`src/rtl/vga_glyph_renderer_if.sv`:
```
`default_nettype none
// ============================================================================
// Module   : vga_glyph_renderer_if
// Purpose  : Bundles the timing strobes, text-buffer fetch, glyph-ROM lookup
//            and pixel output of the glyph renderer.
// Revision : 1.0 - initial release
// ----------------------------------------------------------------------------
// Signals
//   frame_start  one-cycle pulse before the first active line of a frame
//   line_start   one-cycle pulse >= 3 cycles before the first pix_en of a line
//   pix_en       pixel strobe
//   char_addr    text-buffer address (row*COLS+col)
//   char_code    text-buffer data, valid one cycle after char_addr
//   glyph_addr   glyph ROM address (last captured char_code)
//   glyph_data   glyph ROM data, combinational from glyph_addr
//   pixel        rendered pixel, 1 = foreground
//   pixel_valid  one-cycle strobe marking a new pixel
//   cursor_addr  cursor cell address (only with VGACON_CURSOR_EN)
// Modports: master = timing/memory side, slave = renderer.
// Configuration macro: VGACON_CURSOR_EN
// ============================================================================
interface vga_glyph_renderer_if #(
    parameter int COLS = 20,
    parameter int ROWS = 4
);
    localparam int c_addr_w = $clog2(COLS * ROWS);

    logic                frame_start;
    logic                line_start;
    logic                pix_en;
    logic [c_addr_w-1:0] char_addr;
    logic [6:0]          char_code;
    logic [6:0]          glyph_addr;
    logic [34:0]         glyph_data;
    logic                pixel;
    logic                pixel_valid;
`ifdef VGACON_CURSOR_EN
    logic [c_addr_w-1:0] cursor_addr;

    modport master (
        output frame_start, line_start, pix_en, char_code, glyph_data, cursor_addr,
        input  char_addr, glyph_addr, pixel, pixel_valid
    );
    modport slave (
        input  frame_start, line_start, pix_en, char_code, glyph_data, cursor_addr,
        output char_addr, glyph_addr, pixel, pixel_valid
    );
`else
    modport master (
        output frame_start, line_start, pix_en, char_code, glyph_data,
        input  char_addr, glyph_addr, pixel, pixel_valid
    );
    modport slave (
        input  frame_start, line_start, pix_en, char_code, glyph_data,
        output char_addr, glyph_addr, pixel, pixel_valid
    );
`endif
endinterface
`default_nettype wire

```
`src/rtl/vga_glyph_renderer.sv`:
```
`default_nettype none
// ============================================================================
// Module   : vga_glyph_renderer
// Purpose  : Character-cell text renderer. Cells are 6x8 pixels: a 5x7 glyph
//            from a 35-bit ROM word plus a blank column 5 and blank row 7.
//            A four-state prefetch FSM fetches the next cell's character code
//            and glyph row slice while the current cell is being shifted out.
// Revision : 1.0 - initial release
// ----------------------------------------------------------------------------
// Ports
//   clk   single clock, rising edge
//   rst   synchronous active-high reset
//   bus   vga_glyph_renderer_if.slave (strobes, fetch, glyph ROM, pixel out)
// Parameters
//   COLS  text columns per row (default 20)
//   ROWS  text rows per frame  (default 4)
// Configuration macro: VGACON_CURSOR_EN adds cursor_addr and a 5-bit frame
//   counter; the cursor cell is inverted while counter bit 4 is set.
// ============================================================================
module vga_glyph_renderer #(
    parameter int COLS = 20,
    parameter int ROWS = 4
) (
    input logic                 clk,
    input logic                 rst,
    vga_glyph_renderer_if.slave bus
);
    localparam int c_addr_w = $clog2(COLS * ROWS);
    localparam int c_col_w  = $clog2(COLS + 1);
    localparam int c_row_w  = $clog2(ROWS + 1);

    typedef enum logic [1:0] {
        ST_IDLE = 2'd0,
        ST_ADDR = 2'd1,
        ST_DATA = 2'd2,
        ST_HOLD = 2'd3
    } state_t;

    state_t              r_state;
    logic [2:0]          r_glyph_row;
    logic [c_row_w-1:0]  r_text_row;
    logic [2:0]          r_pix_col;
    logic [c_col_w-1:0]  r_text_col;
    logic                r_first_line;
    logic                r_line_active;
    logic [4:0]          r_shift;
    logic [4:0]          r_next;
    logic [c_addr_w-1:0] r_char_addr;
    logic [6:0]          r_glyph_addr;
    logic                r_pixel;
    logic                r_pixel_valid;

    // Line position that a line_start in this cycle would establish.
    // frame_start is folded in first so a coincident pair renders row 0.
    logic                w_first;
    logic [2:0]          w_base_grow;
    logic [c_row_w-1:0]  w_base_trow;
    logic [2:0]          w_new_grow;
    logic [c_row_w-1:0]  w_new_trow;
    logic                w_new_blank;
    logic [c_addr_w-1:0] w_line_addr;

    always_comb begin
        w_first     = bus.frame_start | r_first_line;
        w_base_grow = bus.frame_start ? 3'd0 : r_glyph_row;
        w_base_trow = bus.frame_start ? '0   : r_text_row;
        w_new_grow  = w_base_grow;
        w_new_trow  = w_base_trow;
        if (!w_first) begin
            if (w_base_grow == 3'd7) begin
                w_new_grow = 3'd0;
                // text_row saturates at ROWS: everything past it is blank
                if (w_base_trow < c_row_w'(ROWS)) begin
                    w_new_trow = w_base_trow + c_row_w'(1);
                end
            end else begin
                w_new_grow = w_base_grow + 3'd1;
            end
        end
        w_new_blank = (w_new_trow >= c_row_w'(ROWS)) || (w_new_grow == 3'd7);
        w_line_addr = c_addr_w'(w_new_trow * COLS);
    end

    // Row slice of the glyph currently addressed; MSB is glyph column 0.
    logic [4:0] w_slice;

    always_comb begin
        case (r_glyph_row)
            3'd0:    w_slice = bus.glyph_data[34:30];
            3'd1:    w_slice = bus.glyph_data[29:25];
            3'd2:    w_slice = bus.glyph_data[24:20];
            3'd3:    w_slice = bus.glyph_data[19:15];
            3'd4:    w_slice = bus.glyph_data[14:10];
            3'd5:    w_slice = bus.glyph_data[9:5];
            3'd6:    w_slice = bus.glyph_data[4:0];
            default: w_slice = 5'd0;
        endcase
    end

    logic       w_cell_ok;
    logic       w_draw;
    logic       w_pix_step;
    logic       w_consume;
    logic [4:0] w_load;
    logic       w_base_pix;
    logic       w_invert;
    logic       w_pix_out;

    // w_cell_ok: the pixel lies inside the text area of an active line.
    // w_draw additionally excludes the blank glyph row 7.
    assign w_cell_ok  = r_line_active && (r_text_row < c_row_w'(ROWS))
                        && (r_text_col < c_col_w'(COLS));
    assign w_draw     = w_cell_ok && (r_glyph_row != 3'd7);
    // line_start takes priority over a coincident pix_en
    assign w_pix_step = bus.pix_en && !bus.line_start;
    assign w_consume  = w_pix_step && w_draw && (r_pix_col == 3'd0);
    // The first pixel of a cell can arrive in the same cycle the FSM reaches
    // HOLD, before the next-cell register has latched, so bypass it then.
    assign w_load     = (r_state == ST_HOLD) ? w_slice : r_next;
    assign w_base_pix = w_draw ? ((r_pix_col == 3'd0) ? w_load[4] : r_shift[4]) : 1'b0;
    assign w_pix_out  = w_pix_step && (w_base_pix ^ w_invert);

`ifdef VGACON_CURSOR_EN
    logic [4:0]          r_frame_cnt;
    logic [c_addr_w-1:0] w_cell_addr;

    assign w_cell_addr = c_addr_w'(r_text_row * COLS + r_text_col);
    // Inversion covers the whole 6x8 cell, blank column and row included.
    assign w_invert    = w_cell_ok && r_frame_cnt[4] && (w_cell_addr == bus.cursor_addr);

    always_ff @(posedge clk) begin
        if (rst) begin
            r_frame_cnt <= 5'd0;
        end else if (bus.frame_start) begin
            r_frame_cnt <= r_frame_cnt + 5'd1;
        end
    end
`else
    assign w_invert = 1'b0;
`endif

    // Line/cell counters, shift register and pixel output.
    always_ff @(posedge clk) begin
        if (rst) begin
            r_glyph_row   <= 3'd0;
            r_text_row    <= '0;
            r_pix_col     <= 3'd0;
            r_text_col    <= '0;
            r_first_line  <= 1'b0;
            r_line_active <= 1'b0;
            r_shift       <= 5'd0;
            r_pixel       <= 1'b0;
            r_pixel_valid <= 1'b0;
        end else begin
            r_pixel_valid <= bus.pix_en;
            if (bus.pix_en) begin
                r_pixel <= w_pix_out;
            end

            if (bus.line_start) begin
                r_glyph_row   <= w_new_grow;
                r_text_row    <= w_new_trow;
                r_first_line  <= 1'b0;
                r_line_active <= 1'b1;
                r_pix_col     <= 3'd0;
                r_text_col    <= '0;
            end else begin
                if (bus.frame_start) begin
                    r_glyph_row   <= 3'd0;
                    r_text_row    <= '0;
                    r_first_line  <= 1'b1;
                    r_line_active <= 1'b0;
                end
                if (w_pix_step && w_cell_ok) begin
                    if (r_pix_col == 3'd5) begin
                        r_pix_col  <= 3'd0;
                        r_text_col <= r_text_col + c_col_w'(1);
                    end else begin
                        r_pix_col <= r_pix_col + 3'd1;
                    end
                    // Zero-fill means column 5 shifts out as blank.
                    if (w_draw) begin
                        r_shift <= (r_pix_col == 3'd0) ? {w_load[3:0], 1'b0}
                                                       : {r_shift[3:0], 1'b0};
                    end
                end
            end
        end
    end

    // Prefetch FSM: ADDR presents char_addr, DATA captures char_code into
    // glyph_addr, HOLD keeps the row slice until the held cell starts.
    always_ff @(posedge clk) begin
        if (rst) begin
            r_state      <= ST_IDLE;
            r_char_addr  <= '0;
            r_glyph_addr <= 7'd0;
            r_next       <= 5'd0;
        end else if (bus.line_start) begin
            if (w_new_blank) begin
                r_state <= ST_IDLE;
            end else begin
                r_state     <= ST_ADDR;
                r_char_addr <= w_line_addr;
            end
        end else if (bus.frame_start) begin
            r_state <= ST_IDLE;
        end else begin
            case (r_state)
                ST_ADDR: r_state <= ST_DATA;
                ST_DATA: begin
                    r_glyph_addr <= bus.char_code;
                    r_state      <= ST_HOLD;
                end
                ST_HOLD: begin
                    r_next <= w_slice;
                    if (w_consume) begin
                        if (r_text_col < c_col_w'(COLS - 1)) begin
                            r_char_addr <= r_char_addr + c_addr_w'(1);
                            r_state     <= ST_ADDR;
                        end else begin
                            r_state <= ST_IDLE;
                        end
                    end
                end
                default: r_state <= ST_IDLE;
            endcase
        end
    end

    assign bus.char_addr   = r_char_addr;
    assign bus.glyph_addr  = r_glyph_addr;
    assign bus.pixel       = r_pixel;
    assign bus.pixel_valid = r_pixel_valid;

endmodule
`default_nettype wire

```
`src/flat_wrapper.sv`:
```
// flat-port wrapper written by rule: the top's interface ports become plain ports
module vga_glyph_renderer_flat 
#(
    parameter int COLS = 20,
    parameter int ROWS = 4
)
  (clk, rst, bus_frame_start, bus_line_start, bus_pix_en, bus_char_code, bus_glyph_data, bus_char_addr, bus_glyph_addr, bus_pixel, bus_pixel_valid);
  vga_glyph_renderer_if #(.COLS(COLS), .ROWS(ROWS)) bus_i ();
  input logic clk;
  input logic rst;
  input wire logic [$bits(bus_i.frame_start)-1:0] bus_frame_start;
  input wire logic [$bits(bus_i.line_start)-1:0] bus_line_start;
  input wire logic [$bits(bus_i.pix_en)-1:0] bus_pix_en;
  input wire logic [$bits(bus_i.char_code)-1:0] bus_char_code;
  input wire logic [$bits(bus_i.glyph_data)-1:0] bus_glyph_data;
  output wire logic [$bits(bus_i.char_addr)-1:0] bus_char_addr;
  output wire logic [$bits(bus_i.glyph_addr)-1:0] bus_glyph_addr;
  output wire logic [$bits(bus_i.pixel)-1:0] bus_pixel;
  output wire logic [$bits(bus_i.pixel_valid)-1:0] bus_pixel_valid;
  assign bus_i.frame_start = bus_frame_start;
  assign bus_i.line_start = bus_line_start;
  assign bus_i.pix_en = bus_pix_en;
  assign bus_i.char_code = bus_char_code;
  assign bus_i.glyph_data = bus_glyph_data;
  assign bus_char_addr = bus_i.char_addr;
  assign bus_glyph_addr = bus_i.glyph_addr;
  assign bus_pixel = bus_i.pixel;
  assign bus_pixel_valid = bus_i.pixel_valid;
  vga_glyph_renderer #(.COLS(COLS), .ROWS(ROWS)) u_core (.clk(clk), .rst(rst), .bus(bus_i));
endmodule
```
`config.mk`:
```
export PLATFORM = sky130hd
export DESIGN_NAME = vga_glyph_renderer_flat
export DESIGN_NICKNAME = d
export VERILOG_FILES = /design/src/rtl/vga_glyph_renderer_if.sv /design/src/rtl/vga_glyph_renderer.sv /design/src/flat_wrapper.sv
export SDC_FILE = /design/constraint.sdc
export NUM_CORES = 1
export LEC_CHECK = 0
export ABC_AREA = 1
export ABC_CLOCK_PERIOD_IN_PS = 3500
export CAP_MARGIN = 20
export CORE_MARGIN = 8
export CORE_UTILIZATION = 54
export CTS_CLUSTER_SIZE = 12
export DETAILED_ROUTE_END_ITERATION = 6
export PLACE_DENSITY = 0.92
export SETUP_SLACK_MARGIN = 0.1
export SLEW_MARGIN = 20
export SYNTH_ARGS = -nofsm -noshare
export SYNTH_HDL_FRONTEND = slang
export SYNTH_SLANG_ARGS = --single-unit
```
`constraint.sdc`:
```
create_clock -name clk -period 3.5 [get_ports clk]
set_input_delay 0.875 -clock clk [delete_from_list [all_inputs] [get_ports clk]]
set_output_delay 0.875 -clock clk [all_outputs]
set_load 0.05 [all_outputs]
```
After elaboration in Yosys (flattened, before gate mapping) --
Cells that the tools add are included. W data, S select, Z words.
Storage, ports and cells: register bits 44, output and inout bits 16, word-level logic and storage cells 94
Operators by class: add/sub/neg operators 5, multiply operators 1, magnitude comparators 5, equal/unequal tests 16, muxes and demuxes 29, bitwise gates (word level) 3, reductions and logical operators 22
Operators by type and width (number):
- $mux W7 | 6
- $pmux W5 S7 | 1
- $mux W3 | 10
- $eq A3 B3 Y1 const B | 6
- $lt A5 B5 Y1 const B | 2
- $mux W5 | 2
- $add A3 B1 Y3 const B | 3
- $logic_and A1 B1 Y1 | 8
- $reduce_bool A2 Y1 | 4
- $add A7 B1 Y7 const B | 1
- $eq A3 B2 Y1 const B | 2
- $logic_not A3 Y1 | 2
- $lt A3 B3 Y1 const B | 2
- $mux W1 | 6
- $mux W2 | 3
- $pmux W2 S3 | 1
- $reduce_and A3 Y1 | 2
- $add A5 B1 Y5 const B | 1
- $mul A3 B3 Y5 const B | 1
- $reduce_and A5 Y1 | 1
- $eq A2 B2 Y1 const B | 2
- $ne A4 B3 Y1 const B | 1
- $reduce_and A2 Y1 | 2
- $eq A3 B1 Y1 const B | 1
- other kinds (10) | 11

Depth between registers and ports, before layout --
Gate-level depths: netlist (run 1).
depth after elaboration 10, depth in mapped cells 16, mapped depth without buffers 16

Worst setup path before layout (run 1) --
No wires, ideal clock.
kind input -> register, start input port bus_frame_start, end register u_core.r_char_addr[5] (netlist: u_core.bus.char_addr[5]), setup time 0.117 ns, data arrival time 2.438 ns, required time 3.383 ns, path slack 0.945 ns, stages 15, path buffers 0, cells stage by stage inv_2 -> nand2_1 -> inv_1 -> ha_1 -> ha_1 -> nand3_1 -> nand2_1 -> nand2_1 -> inv_1 -> ha_1 -> ha_1 -> o21ai_0 -> nand3_1 -> nand2_1 -> nor2_1
Between the ends: longest elaborated chain between the ends 9
RTL lines:
- from (decl) | RTL line flat_wrapper.sv:11 | input wire logic [$bits(bus_i.frame_start)-1:0] bus_frame_start;
- parallel branches: the longest is 9 deep, another holds $mul A3 B3 Y5
- to (signal assigned) | RTL line vga_glyph_renderer.sv:204 | r_char_addr <= w_line_addr;
- to (signal assigned) | RTL line vga_glyph_renderer.sv:219 | r_char_addr <= r_char_addr + c_addr_w'(1);
- to (decl) | RTL line vga_glyph_renderer.sv:48 | logic [c_addr_w-1:0] r_char_addr;
Parallel ways; which one is timed is not known. The select of a mux whose other input is x is not followed. A chain may end at the register's enable or synchronous reset.

Worst setup path in the final report (run 1) --
Same ends and word-level chain as after synthesis.

==> flow_summary.yaml, run 1 <==
sta:
  finalCritPeriodShare: 0.8794
  timing.final.max_slew_violations: 0
  finalSetupViolations: 0
  fin_hold_ws_ns: 0.4750
  skew_ns: 0.005839
  hold_violations: 0
  fin_crit_ns: 3.078
  slew_headroom: 0.5008
  worst_slew_pin_slew_ns: 0.7479
  fmax_ghz: 0.3249
  worst_slack_ns: 0.4220
  rsz0062_at_grt: "no"
  fin_tns_setup_ns: 0
cts:
  post_cts_buffers: 0
  cts_buffer_depth: 2
  cts_resized: 0
  tritoncts: "built"
  htree_levels: 2
  cts_buffers: 5
  clk_pin_slew_ns: 0.08
  cts_sinks: 43
  clkLatencyLatePin_ns: 0.30
  cts_root_buf: "clkbuf_8"
  hold_buffers: 0
status:
  status: "completed"
grt:
  overflow: 0
  antenna_found_initial: 0
  first_global_vias: 2700
  grt_usage: 0.1960
  grt_max_degree: 27
  grt_pass1_wl_um: 11830
power:
  ir_drop_uv: 294.4
  leakagePower_nw: 1.474
  switching_share: 0.2697
  combPwrFrac: 0.183
  pwr_density_cell_nw_per_um2: 304.8
  power_switching_mw: 0.2732
  pwr-share-seq: 0.504
  p_int_mw: 0.7398
  clockPowerShare: 0.313
  power_mw: 1.013
hold_path:
  hp-class: "flip-flop to flip-flop"
  hp-start: "u_core.r_next[0]"
drt:
  drtIter0Drc: 215
  drc: 0
  met2_length_um: 3242
  num_vias: 2829
  drt-met1-wl_um: 3147
  viasPerCell: 5.525
  drtPass1Iterations: 7
  dr.max_layer_used: "met4"
  wl_met3_um: 577
  drt-total-wl_um: 7137
  wl_per_cell_um: 13.94
  final_antenna_net_count: 0
synth:
  synth_area_sq_um: 2582
  yosys_warnings: 0
  synth_nets: 454
  synth-seq-area-share: 0.3333
  ys_ff_latch: 43
  yosysUniqueCellTypes: 30
  avgSynthCellArea_sq_um: 6.489
  synthCells: 398
floorplanning:
  io_pins: 63
  die_height_um: 85.16
  start_util: 0.5541
  row_count: 25
  core_sq_um: 4661
  dieWidth_um: 85.16
  die_area_sq_um: 7251
layout:
  fin_nets: 514
  layout_commonest_cell: "nand2_1"
  num_antenna_cells: 0
  final_cell_mix: "nand2_1 (92), clkdlybuf4s50_1 (62), nor2_1 (56)"
  fin_area_sq_um: 3323
  drive_above_1_share: 0.07424
  synthToLayoutAreaGrowth_pct: 28.68
setup_path:
  r2r_start: "u_core.r_glyph_row[0]"
  crit_required_ns: 3.70
  worst_ep_arrival_time_ns: 3.27
  setup.worst_path.start: "bus_frame_start"
  crit_path_start_kind: "primary input"
  critPathMaxFanout: 6
  end_kind: "flip-flop"
  path_class: "primary input to flip-flop"
placement:
  dp_hpwl_um: 5200
  port_buffers: 62
  pre_cts_slack_ns: 0.1768
  dpl-instance-area_sq_um: 3236
  gp_congestion: 0.8446
flow_run:
  cap_violations: 0
-- Yosys cell counts --
| library cell | count | area share |
|---|---|---|
| nand4_1 | 22 | 0.053 |
| nor3_1 | 1 | 0.0019 |
| or2_0 | 1 | 0.0024 |
| nand2_2 | 4 | 0.0097 |
| o21ai_0 | 24 | 0.047 |
| nor2_2 | 2 | 0.0048 |
| a21oi_1 | 28 | 0.054 |
| xnor2_1 | 2 | 0.0068 |
| nand2_4 | 2 | 0.0087 |
| o22ai_1 | 1 | 0.0024 |
| nand3b_1 | 1 | 0.0029 |
| nor2_1 | 56 | 0.081 |
| clkbuf_1 | 4 | 0.0058 |
| clkinv_2 | 1 | 0.0019 |
| inv_2 | 5 | 0.0073 |
| nor3_2 | 2 | 0.0078 |
| buf_2 | 7 | 0.014 |
| nand3_1 | 40 | 0.078 |
| buf_4 | 2 | 0.0058 |
| clkinv_1 | 2 | 0.0029 |
| nand2_1 | 92 | 0.13 |
| o21ai_1 | 4 | 0.0078 |
| and3_1 | 1 | 0.0024 |
| xor2_1 | 4 | 0.014 |
| nor3_4 | 1 | 0.0063 |
| or2_2 | 4 | 0.0097 |
| ha_1 | 9 | 0.044 |
| inv_1 | 31 | 0.045 |
| o21ai_2 | 2 | 0.0068 |
| dfxtp_1 | 43 | 0.33 |
-- metrics by stage --
stage	instances	util
6_report	512	0.7130
4_1_cts	512	0.7130
2_1_floorplan	398	-
3_5_place_dp	505	0.6942
3_3_place_gp	505	0.6942
5_1_grt	512	0.7130
-- critical path, cell delays in order --
cell	delay (ns)
clkdlybuf4s50_1	0.49
inv_2	0.07
nand2_1	0.09
inv_1	0.05
ha_1	0.19
ha_1	0.23
nand3_1	0.14
nand2_1	0.09
nand2_1	0.09
inv_1	0.05
ha_1	0.20
ha_1	0.28
o21ai_0	0.18
nand3_1	0.12
nand2_1	0.09
nor2_1	0.05
-- routing by layer --
layer | up-vias | GRT usage
li1 | 1430 | -
met1 | 1262 | 0.2271
met2 | 117 | 0.3267
met3 | 20 | 0.05212
met4 | 0 | 0.09223
met5 | - | 0
-- cell type report --
type,count,area [sq um]
inverters,39,147.6
clock buffers,6,82.58
repair buffers,66,650.6
fillers,374,1338
well taps,54,67.56
clock inverters,1,5.005
flip-flops and latches,43,860.8
multi-input cells,303,1509
-- registers in the layout, indices dropped and copies added (netlist names) --
register / flops
u_core.bus.char_addr: 7
u_core.bus.glyph_addr: 7
u_core.bus.pixel: 1
u_core.bus.pixel_valid: 1
u_core.r_first_line: 1
u_core.r_glyph_row: 3
u_core.r_line_active: 1
u_core.r_next: 5
u_core.r_pix_col: 3
u_core.r_shift: 4
u_core.r_state: 2
u_core.r_text_col: 5
u_core.r_text_row: 3
-- final timing paths --
check | slack, ns | depth (start not counted) | end
worst min register to register | 0.48 | 2 | u_core.r_next[0]
worst min-delay path | 0.48 | 2 | u_core.r_next[0]
worst max register to register | 1.05 | 15 | u_core.bus.char_addr[5]
worst max-delay path | 0.42 | 16 | u_core.bus.char_addr[5]
-- power groups by stage --
stage / registers [mW] / logic, mW / clock network (mW)
after floorplan: 0.544 / 0.0746 / 0
after global placement: 0.521 / 0.179 / 0
after detailed placement: 0.522 / 0.183 / 0
after CTS: 0.510 / 0.185 / 0.322
after global routing: 0.512 / 0.202 / 0.342
final: 0.511 / 0.186 / 0.317
-- kinds of logic after synthesis --
group,count (synthesis),share of synthesized area
AOI/OAI and AO/OA,59,0.1177
xor gates and xnor gates,6,0.02035
adders and majority gates,9,0.04361
buffers and inverters,52,0.08236
DFF,43,0.3333
and+or+nand+nor,229,0.4026
No activity file was read; power rests on OpenSTA's default activity.
==> run 2, diff against run 1 <==
--- a/config.mk
+++ b/config.mk
@@ -12,6 +12,7 @@
 export CORE_UTILIZATION = 54
 export CTS_CLUSTER_SIZE = 12
 export DETAILED_ROUTE_END_ITERATION = 6
+export GPL_TIMING_DRIVEN = 0
 export PLACE_DENSITY = 0.92
 export SETUP_SLACK_MARGIN = 0.1
 export SLEW_MARGIN = 20
==> flow_summary.yaml, run 2 (synthesized netlist as in run 1, its figures left out) <==
status:
  status: "completed"
drt:
  viasPerCell: 5.455
  final_antenna_net_count: 0
  num_vias: 2842
  drtIter0Drc: 179
  drc: 0
  wl_per_cell_um: 13.61
  drt-total-wl_um: 7093
  drtPass1Iterations: 5
sta:
  finalCritPeriodShare: 0.8173
  rsz0062_at_grt: "no"
  fmax_ghz: 0.3496
  finalSetupViolations: 0
  worst_slew_pin_slew_ns: 0.5232
  fin_tns_setup_ns: 0
  timing.final.max_slew_violations: 0
  slew_headroom: 0.6499
  fin_crit_ns: 2.860
  skew_ns: 0.009717
  hold_violations: 0
floorplanning:
  core_sq_um: 4661
  dieWidth_um: 85.16
  row_count: 25
  die_area_sq_um: 7251
  start_util: 0.5541
  io_pins: 63
  die_height_um: 85.16
layout:
  fin_area_sq_um: 3381
  drive_above_1_share: 0.08565
  synthToLayoutAreaGrowth_pct: 30.91
  final_cell_mix: "nand2_1 (92), clkdlybuf4s50_1 (60), nor2_1 (56)"
  fin_nets: 522
  layout_commonest_cell: "nand2_1"
  fillers: 399
  multi_input_area_sq_um: 1509
  regArea_sq_um: 860.8
  num_antenna_cells: 0
cts:
  cts_buffers: 5
  clk_pin_slew_ns: 0.09
  htree_levels: 2
  tritoncts: "built"
  cts_sinks: 43
  cts_buffer_depth: 2
  clkLatencyLatePin_ns: 0.30
  cts_root_buf: "clkbuf_8"
power:
  leakagePower_nw: 1.520
  ir_drop_uv: 229.6
  pwr_density_cell_nw_per_um2: 324.4
  pwr-share-seq: 0.465
  clockPowerShare: 0.366
  power_switching_mw: 0.2812
  combPwrFrac: 0.169
  switching_share: 0.2564
  p_int_mw: 0.8154
flow_run:
  cap_violations: 0
setup_path:
  path_class: "primary input to flip-flop"
  worst_ep_arrival_time_ns: 3.05
  r2r_slack_ns: 1.15
  end_kind: "flip-flop"
  crit_path_start_kind: "primary input"
  crit_required_ns: 3.69
  critPathMaxFanout: 6
placement:
  gp_congestion: 0.8607
  dpl-instance-area_sq_um: 3261
  port_buffers: 61
  dp_hpwl_um: 5402
grt:
  grt_usage: 0.2000
  first_global_vias: 2768
  antenna_found_initial: 0
  grt_pass1_wl_um: 12000
  grt_max_degree: 14
  overflow: 0
hold_path:
  hp-class: "flip-flop to flip-flop"
run 2: cell types whose count changed in the layout (fill, tap and decap cells not counted):
cell and delta:
clkdlybuf4s50_1 -2, bufinv_16 +1, buf_4 -2, buf_2 +7, clkbuf_1 +4, dlymetal6s2s_1 +1
run 2: repair_timing:
item	in CTS	in global routing
gates resized for setup	0	1
hold buffers	0	0
setup endpoints to repair	0	1
endpoints found under the hold margin	0	0
buffers inserted	0	0
run 2: worst paths after layout:
kind / from / endpoint / depth (start not counted)
setup / recovery: bus_frame_start / u_core.bus.char_addr[5] / 16
setup reg to reg: u_core.r_glyph_row[0] / u_core.bus.char_addr[5] / 15
hold reg to reg: u_core.r_shift[1] / u_core.r_shift[1] / 2
hold / removal: u_core.r_shift[1] / u_core.r_shift[1] / 2
run 2: cell type report:
class,count,area share
sequential,43,0.2546
clock inverter,2,0.01036
tap,54,0.01999
buffer,13,0.01925
timing repair buffer,61,0.1813
multi-input combinational,303,0.4463
inverter,39,0.04367
clock buffer,6,0.02443
run 2: power by group through the flow:
stage / clock network, mW / logic (mW) / registers [mW]
final: 0.401 / 0.185 / 0.510
after global routing: 0.429 / 0.203 / 0.512
after detailed placement: 0 / 0.183 / 0.521
after floorplan: 0 / 0.0746 / 0.544
after CTS: 0.410 / 0.185 / 0.510
after global placement: 0 / 0.180 / 0.521
run 2: worst max-delay path, stage by stage:
cell	delay [ns]
dlymetal6s2s_1	0.25
inv_2	0.13
nand2_1	0.12
inv_1	0.06
ha_1	0.20
ha_1	0.23
nand3_1	0.13
nand2_1	0.08
nand2_1	0.09
inv_1	0.05
ha_1	0.18
ha_1	0.27
o21ai_0	0.17
nand3_1	0.10
nand2_1	0.07
nor2_1	0.04
run 2: metrics by stage:
| stage | worst slack [ns] | std cells | power [mW] | hold slack, ns | util |
|---|---|---|---|---|---|
| 2_1_floorplan | 0.9448 | 398 | 0.6182 | 0.4402 | - |
| 6_report | 0.6395 | 521 | 1.097 | 0.4708 | 0.7254 |
| 3_5_place_dp | 0.02715 | 513 | 0.7042 | 0.4558 | 0.6996 |
| 5_1_grt | 0.4362 | 521 | 1.144 | 0.5020 | 0.7254 |
| 4_1_cts | 0.3007 | 521 | 1.105 | 0.4683 | 0.7248 |
| 3_3_place_gp | 0.08219 | 513 | 0.7005 | 0.4501 | 0.6996 |
run 2: metal layers:
layer | GRT usage | wire (um) | vias to the layer above
met1 | 0.2307 | 3116 | 1278
met5 | 0 | 0 | -
met3 | 0.04537 | 482 | 18
li1 | - | - | 1450
met4 | 0.08576 | 157 | 0
met2 | 0.3445 | 3336 | 96
